[src/rtl/redirect_ctrl.sv]
// Next-PC sequencing controller: branch/rfi redirects and the interrupt
// hold -> drain -> save -> jump sequence, with SPR write strobes.
module redirect_ctrl #(
    parameter  int unsigned DRAIN_CYCLES = 2,
    localparam int unsigned NPCOP_WIDTH  = 3
) (
    input  logic                   clk,
    input  logic                   rst_n,
    input  logic                   br_valid,
    input  logic [1:0]             br_type,
    input  logic                   br_lk,
    input  logic                   br_bo2,
    input  logic                   rfi_valid,
    input  logic                   stall,
    input  logic                   irq,
    input  logic                   msr_ee,
    output logic [NPCOP_WIDTH-1:0] npc_op,
    output logic                   pc_we,
    output logic                   flush,
    output logic                   ctr_we,
    output logic                   lr_we,
    output logic                   srr0_we,
    output logic                   srr1_we,
    output logic                   msr_ee_clr,
    output logic                   msr_restore,
    output logic                   int_ack
);

    localparam int unsigned CNT_WIDTH = 4;

    localparam logic [NPCOP_WIDTH-1:0] NPCOP_PLUS4 = NPCOP_WIDTH'(0);
    localparam logic [NPCOP_WIDTH-1:0] NPCOP_B     = NPCOP_WIDTH'(1);
    localparam logic [NPCOP_WIDTH-1:0] NPCOP_BC    = NPCOP_WIDTH'(2);
    localparam logic [NPCOP_WIDTH-1:0] NPCOP_BCCTR = NPCOP_WIDTH'(3);
    localparam logic [NPCOP_WIDTH-1:0] NPCOP_BCLR  = NPCOP_WIDTH'(4);
    localparam logic [NPCOP_WIDTH-1:0] NPCOP_RFI   = NPCOP_WIDTH'(5);
    localparam logic [NPCOP_WIDTH-1:0] NPCOP_INT   = NPCOP_WIDTH'(6);

    // Last drain count before SAVE; unreachable when DRAIN_CYCLES is 0.
    localparam logic [CNT_WIDTH-1:0] CNT_LAST = CNT_WIDTH'(DRAIN_CYCLES - 1);

    typedef enum logic [1:0] {
        RUN   = 2'd0,
        DRAIN = 2'd1,
        SAVE  = 2'd2,
        JUMP  = 2'd3
    } state_t;

    state_t               state_q, state_d;
    logic [CNT_WIDTH-1:0] cnt_q, cnt_d;
    logic                 irq_pend_q, irq_pend_d;

    always_ff @(posedge clk) begin
        if (!rst_n) begin
            state_q    <= RUN;
            cnt_q      <= '0;
            irq_pend_q <= 1'b0;
        end else begin
            state_q    <= state_d;
            cnt_q      <= cnt_d;
            irq_pend_q <= irq_pend_d;
        end
    end

    always_comb begin
        state_d     = state_q;
        cnt_d       = cnt_q;
        irq_pend_d  = irq_pend_q;
        npc_op      = NPCOP_PLUS4;
        pc_we       = 1'b1;
        flush       = 1'b0;
        ctr_we      = 1'b0;
        lr_we       = 1'b0;
        srr0_we     = 1'b0;
        srr1_we     = 1'b0;
        msr_ee_clr  = 1'b0;
        msr_restore = 1'b0;
        int_ack     = 1'b0;

        case (state_q)
            RUN: begin
                if (stall) begin
                    pc_we = 1'b0;
                end else if (irq_pend_q && !br_valid) begin
                    // Hold fetch this cycle; the interrupt is now committed.
                    pc_we   = 1'b0;
                    cnt_d   = '0;
                    state_d = (DRAIN_CYCLES == 0) ? SAVE : DRAIN;
                end else if (rfi_valid) begin
                    npc_op      = NPCOP_RFI;
                    flush       = 1'b1;
                    msr_restore = 1'b1;
                end else begin
                    if (br_valid) begin
                        flush = 1'b1;
                        lr_we = br_lk;
                        case (br_type)
                            2'd0:    npc_op = NPCOP_B;
                            2'd1:    npc_op = NPCOP_BC;
                            2'd2:    npc_op = NPCOP_BCCTR;
                            default: npc_op = NPCOP_BCLR;
                        endcase
                        ctr_we = br_type[0] & ~br_bo2;
                    end
                    irq_pend_d = msr_ee & (irq_pend_q | irq);
                end
            end
            DRAIN: begin
                pc_we = 1'b0;
                cnt_d = cnt_q + CNT_WIDTH'(1);
                if (cnt_q == CNT_LAST) begin
                    state_d = SAVE;
                end
            end
            SAVE: begin
                pc_we      = 1'b0;
                srr0_we    = 1'b1;
                srr1_we    = 1'b1;
                msr_ee_clr = 1'b1;
                state_d    = JUMP;
            end
            default: begin
                npc_op     = NPCOP_INT;
                flush      = 1'b1;
                int_ack    = 1'b1;
                irq_pend_d = 1'b0;
                state_d    = RUN;
            end
        endcase

        // Reset suppresses every strobe and freezes the PC.
        if (!rst_n) begin
            npc_op      = NPCOP_PLUS4;
            pc_we       = 1'b0;
            flush       = 1'b0;
            ctr_we      = 1'b0;
            lr_we       = 1'b0;
            srr0_we     = 1'b0;
            srr1_we     = 1'b0;
            msr_ee_clr  = 1'b0;
            msr_restore = 1'b0;
            int_ack     = 1'b0;
        end
    end

endmodule
[config.mk]
export PLATFORM = sky130hd
export DESIGN_NAME = redirect_ctrl
export DESIGN_NICKNAME = d
export VERILOG_FILES = /design/src/rtl/redirect_ctrl.sv
export SDC_FILE = /design/constraint.sdc
export NUM_CORES = 1
export LEC_CHECK = 0
export CORE_UTILIZATION = 43
export DETAILED_ROUTE_END_ITERATION = 8
export HOLD_SLACK_MARGIN = 0.03
export PLACE_DENSITY = 0.74
export SLEW_MARGIN = 15
export SYNTH_ARGS = -nofsm -noshare
export SYNTH_HDL_FRONTEND = slang
export SYNTH_SLANG_ARGS = --single-unit
[constraint.sdc]
create_clock -name clk -period 2.3 [get_ports clk]
set_clock_uncertainty 0.2 [all_clocks]
set_input_delay 0.345 -clock clk [delete_from_list [all_inputs] [get_ports clk]]
set_output_delay 0.345 -clock clk [all_outputs]
set_load 0.05 [all_outputs]
==> results of run 1 <==
routing by layer:
metal	part of all wire	routed length, um
met1	0.45	723
met2	0.46	744
met3	0.050	80
met4	0.033	53
met5	0	0
cells by family (layout without fill, tap and decap cells):
kind of cell | Yosys count | after routing | share of synthesized area
and+or+nand+nor | 36 | 36 | 0.331
AOI/OAI and AO/OA | 18 | 18 | 0.193
buffers and inverters | 13 | 39 | 0.0914
adders and majority gates | 7 | 7 | 0.136
DFF | 7 | 7 | 0.218
muxes | 2 | 2 | 0.0311
worst paths after layout:
| kind | slack, ps | startpoint | end |
|---|---|---|---|
| max | 90 | state_q[0] | ctr_we |
| min | 300 | state_q[1] | state_q[1] |
| max reg2reg | 660 | state_q[0] | state_q[0] |
| min reg2reg | 300 | state_q[1] | state_q[1] |
placed cells by master (no fill, tap or decap), drive strengths merged, types with 3 or more instances in the layout:
cell / instances
nor2: 6
dfxtp: 7
o211ai: 3
clkdlybuf4s50: 9
nor3: 3
nand2: 5
nor3b: 3
nand3: 5
buf: 16
a21oi: 7
ha: 7
inv: 8
clkbuf: 4
nor2b: 4
stage by stage:
step / setup WS [ps] / instances / hold slack (ps)
floorplan: -81.9 / 83 / 268
global placement: 111 / 120 / 283
detailed placement: 89.2 / 120 / 291
CTS: 4.70 / 124 / 303
global route: -13.2 / 124 / 332
finish: 88.7 / 124 / 304
state kept, by name, summed over array words and instances (netlist names):
name / flops
state_q: 2
irq_pend_q: 1
cnt_q: 4
worst reg2reg max path, cell delays in order (launching register included):
cell and delay, ps:
dfxtp_1 380, inv_1 110, ha_4 190, buf_4 160, clkinvlp_4 130, a2bb2oi_2 220
mux2i_1 190
area by class of cell:
| type | instances | share of cell area |
|---|---|---|
| Multi-Input combinational cell | 63 | 0.452 |
| Timing Repair Buffer | 26 | 0.343 |
| Sequential cell | 7 | 0.129 |
| Inverter | 9 | 0.0345 |
| Clock buffer | 4 | 0.0242 |
| Tap cell | 15 | 0.0173 |
power breakdown:
part	internal, mW	total, mW	switching [mW]
sequential	0.128	0.135	0.00744
clock	0.0662	0.112	0.0454
combinational	0.133	0.280	0.147
what timing repair did:
item,in CTS,in global routing
endpoints found under the hold margin,0,0
pin swaps,0,2
setup endpoints to repair,7,8
gates resized for setup,1,8
hold buffers,0,0
==> summary.md, run 1 <==
| Metric | Value |
|---|---|
| Layout cells sized above 1 | 0.275 |
| Antenna Cells | 0 |
| Die width | a little over 40 um |
| Pin count of the biggest net entering global routing | 9 |
| Clock transition at the registers of the reported paths | 50 ps |
| Max_slew headroom | 0.752 |
| Final net count | ~130 |
| Die Span Y | ~41 um |
| WP depth | 6 |
| Largest area contributor in the netlist | dfxtp_1 |
| Final Instance Area | ~1100 um2 |
| Worst path required time | around 1800 ps |
| Max IR drop VDD | ~0.37 mV |
| ANT nets after route | 0 |
| Critical path buffers and inverters | 2 |
| Min Tclk post-route | 2210 ps |
| Fmax | ~450 MHz |
| Core area | 1350 um2 |
| Critical path arrival | roughly 1700 ps |
| Area of the multi-input gates | approximately 490 um2 |
| GRT busiest layer | met2 |
| Top cell type's share of synthesized area | 0.218 |
| Seq/Total Area, Yosys | 0.218 |
| Storage cell area | roughly 140 um2 |
| Antenna violations before repair | 0 |
| Hold Violations, Final | 0 |
| Post-Syn Instances | 83 |
| Gpl congestion | between 0.7 and 0.8 |
| Critical path class | register to output pin |
| First DRT Iteration DRCs | 13 |
| Fin util | 0.805 |
| H-Tree Depth | 1 |
| Crit path cell chain | inv_1, ha_4, nor2b_4, nand3_1, nor3b_2, buf_12 |
| Pwr dens | just under 500 nW/um2 |
| Die area | about 1700 um2 |
| Met2 usage | 0.357 |
| Fin crit share | 0.961 |
| Vias per inst | 5.54 |
| Status | complete, no violations |
| Most frequent cells after synthesis | inv_1 (9), a21oi_1 (7), dfxtp_1 (7), ha_1 (7), nor2_1 (6) |
| GR Util All Layers | 0.210 |
| Slowest stage delay, CP | between 300 and 400 ps |
| Avg WL per Cell | 12.9 um |
| Vias in the first global route | roughly 580 |
| Sinks on Clock Net | 7 |
| Synth Flop Type | dfxtp_1 |
| Delay-heaviest family, CP | simple AND/OR/NAND/NOR gates |
| Post-DP HPWL | 1250 um |
| FILL cells | 86 |
| Met3 usage | 0.0326 |
| TritonCTS Buffers | 3 |
| Worst-Margin Slew | between 300 and 400 ps |
| Postcts setup bufs | 0 |
| Mapped Area | about 640 um2 |
| DRC Markers | 0 |
| CP Capture Type | output pin |
| FP Rows | 13 |
| Setup_tns | 0 ps |
| Worst r2r path cells | 6 |
| Drt first pass iters | 4 |
| Synth cell types | 30 |
| Lkg Pwr | 0.432 nW |
| Clock buffer depth | 2 |
| Synthesized flop and latch total | 7 |
| Element type at the critical path start | register |
| Root Buffer | clkbuf_4 |
| CTS tree | built |
| Post-synth EDFFs | 0 |
| Slowest library cell on the worst path | dfxtp_1 |
| Area Overhead vs Synth | 69.1% |
| Maxcap violations | 0 |
| Buffers on Ports | 22 |
| Most frequent cell after synthesis | inv_1 |
| Synth top area cells | dfxtp_1 (22%), ha_1 (14%), a21oi_1 (5.4%) |
| Synth warn | 0 |
| Total chip power | 527 uW |
| Post-Syn Area per Cell | a little under 8 um2 |
| WL final | about 1600 um |
| Initial Util | 0.476 |
| Worst Hold Class | register to register |
| CP max FO | 5 |
| First-pass GRT wire length | roughly 2200 um |
| Worst-Skew Late Latency | roughly 250 ps |
| Placed cell areas | between 1000 and 1500 um2 |
| Hold Path Depth | 2 |
| Async SR Flop Fraction | 0 |
| I/O Pins | 23 |
| Endpoints failing setup | 0 |
| Synth Net Count | 101 |
| Final max-slew violation count | 0 |
| Met1 Use GR | 0.218 |
| Grt ovf | 0 |
| Via count | about 700 |
No activity file was read; power rests on OpenSTA's default activity.
==> run 2, diff against run 1 <==
--- a/config.mk
+++ b/config.mk
@@ -9,7 +9,7 @@
 export DETAILED_ROUTE_END_ITERATION = 8
 export HOLD_SLACK_MARGIN = 0.03
 export PLACE_DENSITY = 0.74
-export SLEW_MARGIN = 15
+export SLEW_MARGIN = 10
 export SYNTH_ARGS = -nofsm -noshare
 export SYNTH_HDL_FRONTEND = slang
 export SYNTH_SLANG_ARGS = --single-unit
==> results of run 2 <==
No change in the layout: final DEF, timing and power equal those of run 1.
==> run 3, diff against run 2 <==
--- a/config.mk
+++ b/config.mk
@@ -5,10 +5,13 @@
 export SDC_FILE = /design/constraint.sdc
 export NUM_CORES = 1
 export LEC_CHECK = 0
-export CORE_UTILIZATION = 43
+export CELL_PAD_IN_SITES_DETAIL_PLACEMENT = 0
+export CELL_PAD_IN_SITES_GLOBAL_PLACEMENT = 1
+export CORE_MARGIN = 10
+export CORE_UTILIZATION = 30
 export DETAILED_ROUTE_END_ITERATION = 8
 export HOLD_SLACK_MARGIN = 0.03
-export PLACE_DENSITY = 0.74
+export PLACE_DENSITY = 0.73
 export SLEW_MARGIN = 10
 export SYNTH_ARGS = -nofsm -noshare
 export SYNTH_HDL_FRONTEND = slang
==> run 3 against run 2 <==
Via count decreased by 1.7%. Worst setup slack improved by 2.6 ps. Maximum frequency increased by 0.12%. Wire length increased by 19%. Critical path depth decreased by 1. Non-clock buffer count decreased by 1. Combinational power about the same. Clock power increased by 4%. Final cell count increased by 8.9%. Design area unchanged. First-iteration DRC count increased by 69%. Critical path type is now input port to output pin. Largest power group unchanged.
==> summary.md, run 3 (same netlist as run 1, synthesis figures left out) <==
| Metric | Value |
|---|---|
| Status | complete, no violations (unchanged) |
| Worst path required time | 1750 ps (about the same) |
| Setup WS post-layout | 91.3 ps (was 88.7 ps) |
| Core area | 2000 um2 (was 1350 um2) |
| Die Span Y | 66.3 um (was 40.7 um) |
| Pwr dens | 487 nW/um2 (was 484 nW/um2) |
| Via count | 675 (was 687) |
| I/O Pins | 23 (unchanged) |
| Grt ovf | 0 (unchanged) |
| Sinks on Clock Net | 7 (unchanged) |
| FILL cells | 183 (was 86) |
| Storage cell area | 140 um2 (unchanged) |
| Vias in the first global route | 670 (was 578) |
| Commonest non-fill, non-tap cells in the layout | buf_12 (12), clkdlybuf4s50_1 (10), inv_1 (7), dfxtp_1 (7) (was buf_12 (12), clkdlybuf4s50_1 (9), inv_1 (8)) |
| Placement Setup Slack | 89.5 ps (was 89.2 ps) |
| Worst-Skew Late Latency | 250 ps (about the same) |
| Root Buffer | clkbuf_4 (unchanged) |
| Area of the multi-input gates | 490 um2 (was 492 um2) |
| First DRT Iteration DRCs | 22 (was 13) |
| CP Capture Type | output pin (unchanged) |
| FP Rows | 16 (was 13) |
| Hold Buf Count CTS | 0 (unchanged) |
| Min Tclk post-route | 2210 ps (about the same) |
| Worst Hold Class | register to register (unchanged) |
| H-Tree Depth | 1 (unchanged) |
| Fin crit share | 0.960 (was 0.961) |
| Area Overhead vs Synth | 69.1% (unchanged) |
| Post-DP HPWL | 1540 um (was 1250 um) |
| Clock buffer depth | 2 (unchanged) |
| TritonCTS Buffers | 3 (unchanged) |
| DRC Markers | 0 (unchanged) |
| Initial Util | 0.321 (was 0.476) |
| WL final | 1910 um (was 1600 um) |
| Max FFs per register | 4 (unchanged) |
| Critical path class | input port to output pin (was register to output pin) |
| GR Util All Layers | 0.0919 (was 0.210) |
| Final max-slew violation count | 0 (unchanged) |
| Commonest non-fill, non-tap cell in the layout | buf_12 (unchanged) |
| Endpoints failing setup | 0 (unchanged) |
| CTS tree | built (unchanged) |
| Pin count of the biggest net entering global routing | 9 (unchanged) |
| Die area | 4400 um2 (was 1650 um2) |
| Lkg Pwr | 0.426 nW (was 0.432 nW) |
| Maxcap violations | 0 (unchanged) |
| Drt first pass iters | 4 (unchanged) |
| Buffers on Ports | 22 (unchanged) |
| Clock transition at the registers of the reported paths | 60 ps (was 50 ps) |
| Vias per inst | 5.00 (was 5.54) |
| Fin cells | 135 (was 124) |
| ANT nets after route | 0 (unchanged) |
| Max IR drop VDD | 0.345 mV (was 0.369 mV) |
| Critical path arrival | 1660 ps (was 1670 ps) |
| Most flop-heavy register | cnt_q (unchanged) |
| Die width | 66.3 um (was 40.7 um) |
| Layout cells sized above 1 | 0.278 (was 0.275) |
| Antenna Cells | 0 (unchanged) |
| Final net count | 127 (was 128) |
| Postcts setup bufs | 0 (unchanged) |
| Hold Violations, Final | 0 (unchanged) |
| First-pass GRT wire length | 3170 um (was 2210 um) |
| Antenna violations before repair | 0 (unchanged) |
| Gpl congestion | 0.803 (was 0.760) |
| Worst-Margin Slew | 391 ps (was 370 ps) |
| CP max FO | 4 (was 5) |
| Placed cells | 131 (was 120) |
| Fmax | 453 MHz (was 452 MHz) |
| Avg WL per Cell | 14.2 um (was 12.9 um) |
| Top flop regs | cnt_q x4, state_q x2, irq_pend_q x1 (unchanged) |
| Max_slew headroom | 0.738 (was 0.752) |
| Element type at the critical path start | input port (was register) |
[run 3: layout make-up]
| cell class | count | share of cell area |
|---|---|---|
| repair buffers | 25 | 0.334 |
| clock buffers | 4 | 0.0242 |
| inverters | 9 | 0.0311 |
| flip-flops and latches | 7 | 0.129 |
| multi-input cells | 63 | 0.451 |
| well taps | 27 | 0.0311 |
[run 3: path summary, 6_finish.rpt]
check,from,to,slack [ps],depth (start not counted)
setup / recovery,br_valid,ctr_we,90,5
hold / removal,cnt_q[1],cnt_q[1],300,2
setup reg to reg,cnt_q[0],state_q[1],700,4
hold reg to reg,cnt_q[1],cnt_q[1],300,2
[run 3: metrics by stage]
step                      cell area (um2)  hold WS [ps]  TNS, ps  power [mW]  utilization
after floorplan                       658           268     -164       0.282            -
after global placement               1030           287        0       0.396        0.514
after detailed placement             1030           294        0       0.396        0.514
after CTS                            1060           306    -11.5       0.518        0.530
after global routing                 1090           329    -3.93       0.561        0.543
final                                1090           302        0       0.530        0.543
[run 3: worst max-delay path: stages]
cell and delay [ps]:
clkdlybuf4s50_1 520, nor2b_1 200, nand3_1 140, nor3b_2 290, buf_12 170
[run 3: routing by layer]
metal | global-route usage | wire, um | vias to the layer above
met3 | 0.0508 | 147 | 4
met2 | 0.135 | 956 | 18
met1 | 0.112 | 784 | 308
met4 | 0.0236 | 25 | 0
li1 | - | - | 345
met5 | 0 | 0 | -
[run 3: report_power, final]
group          internal (mW)  total (mW)  switching (mW)
clock network         0.0665       0.116          0.0495
registers              0.128       0.136         0.00778
logic                  0.131       0.278           0.147
[run 3: timing repair]
action                                  4_1_cts  5_1_grt
pin swaps                                     0        1
gates resized for setup                       2        7
endpoints found under the setup margin        8        8
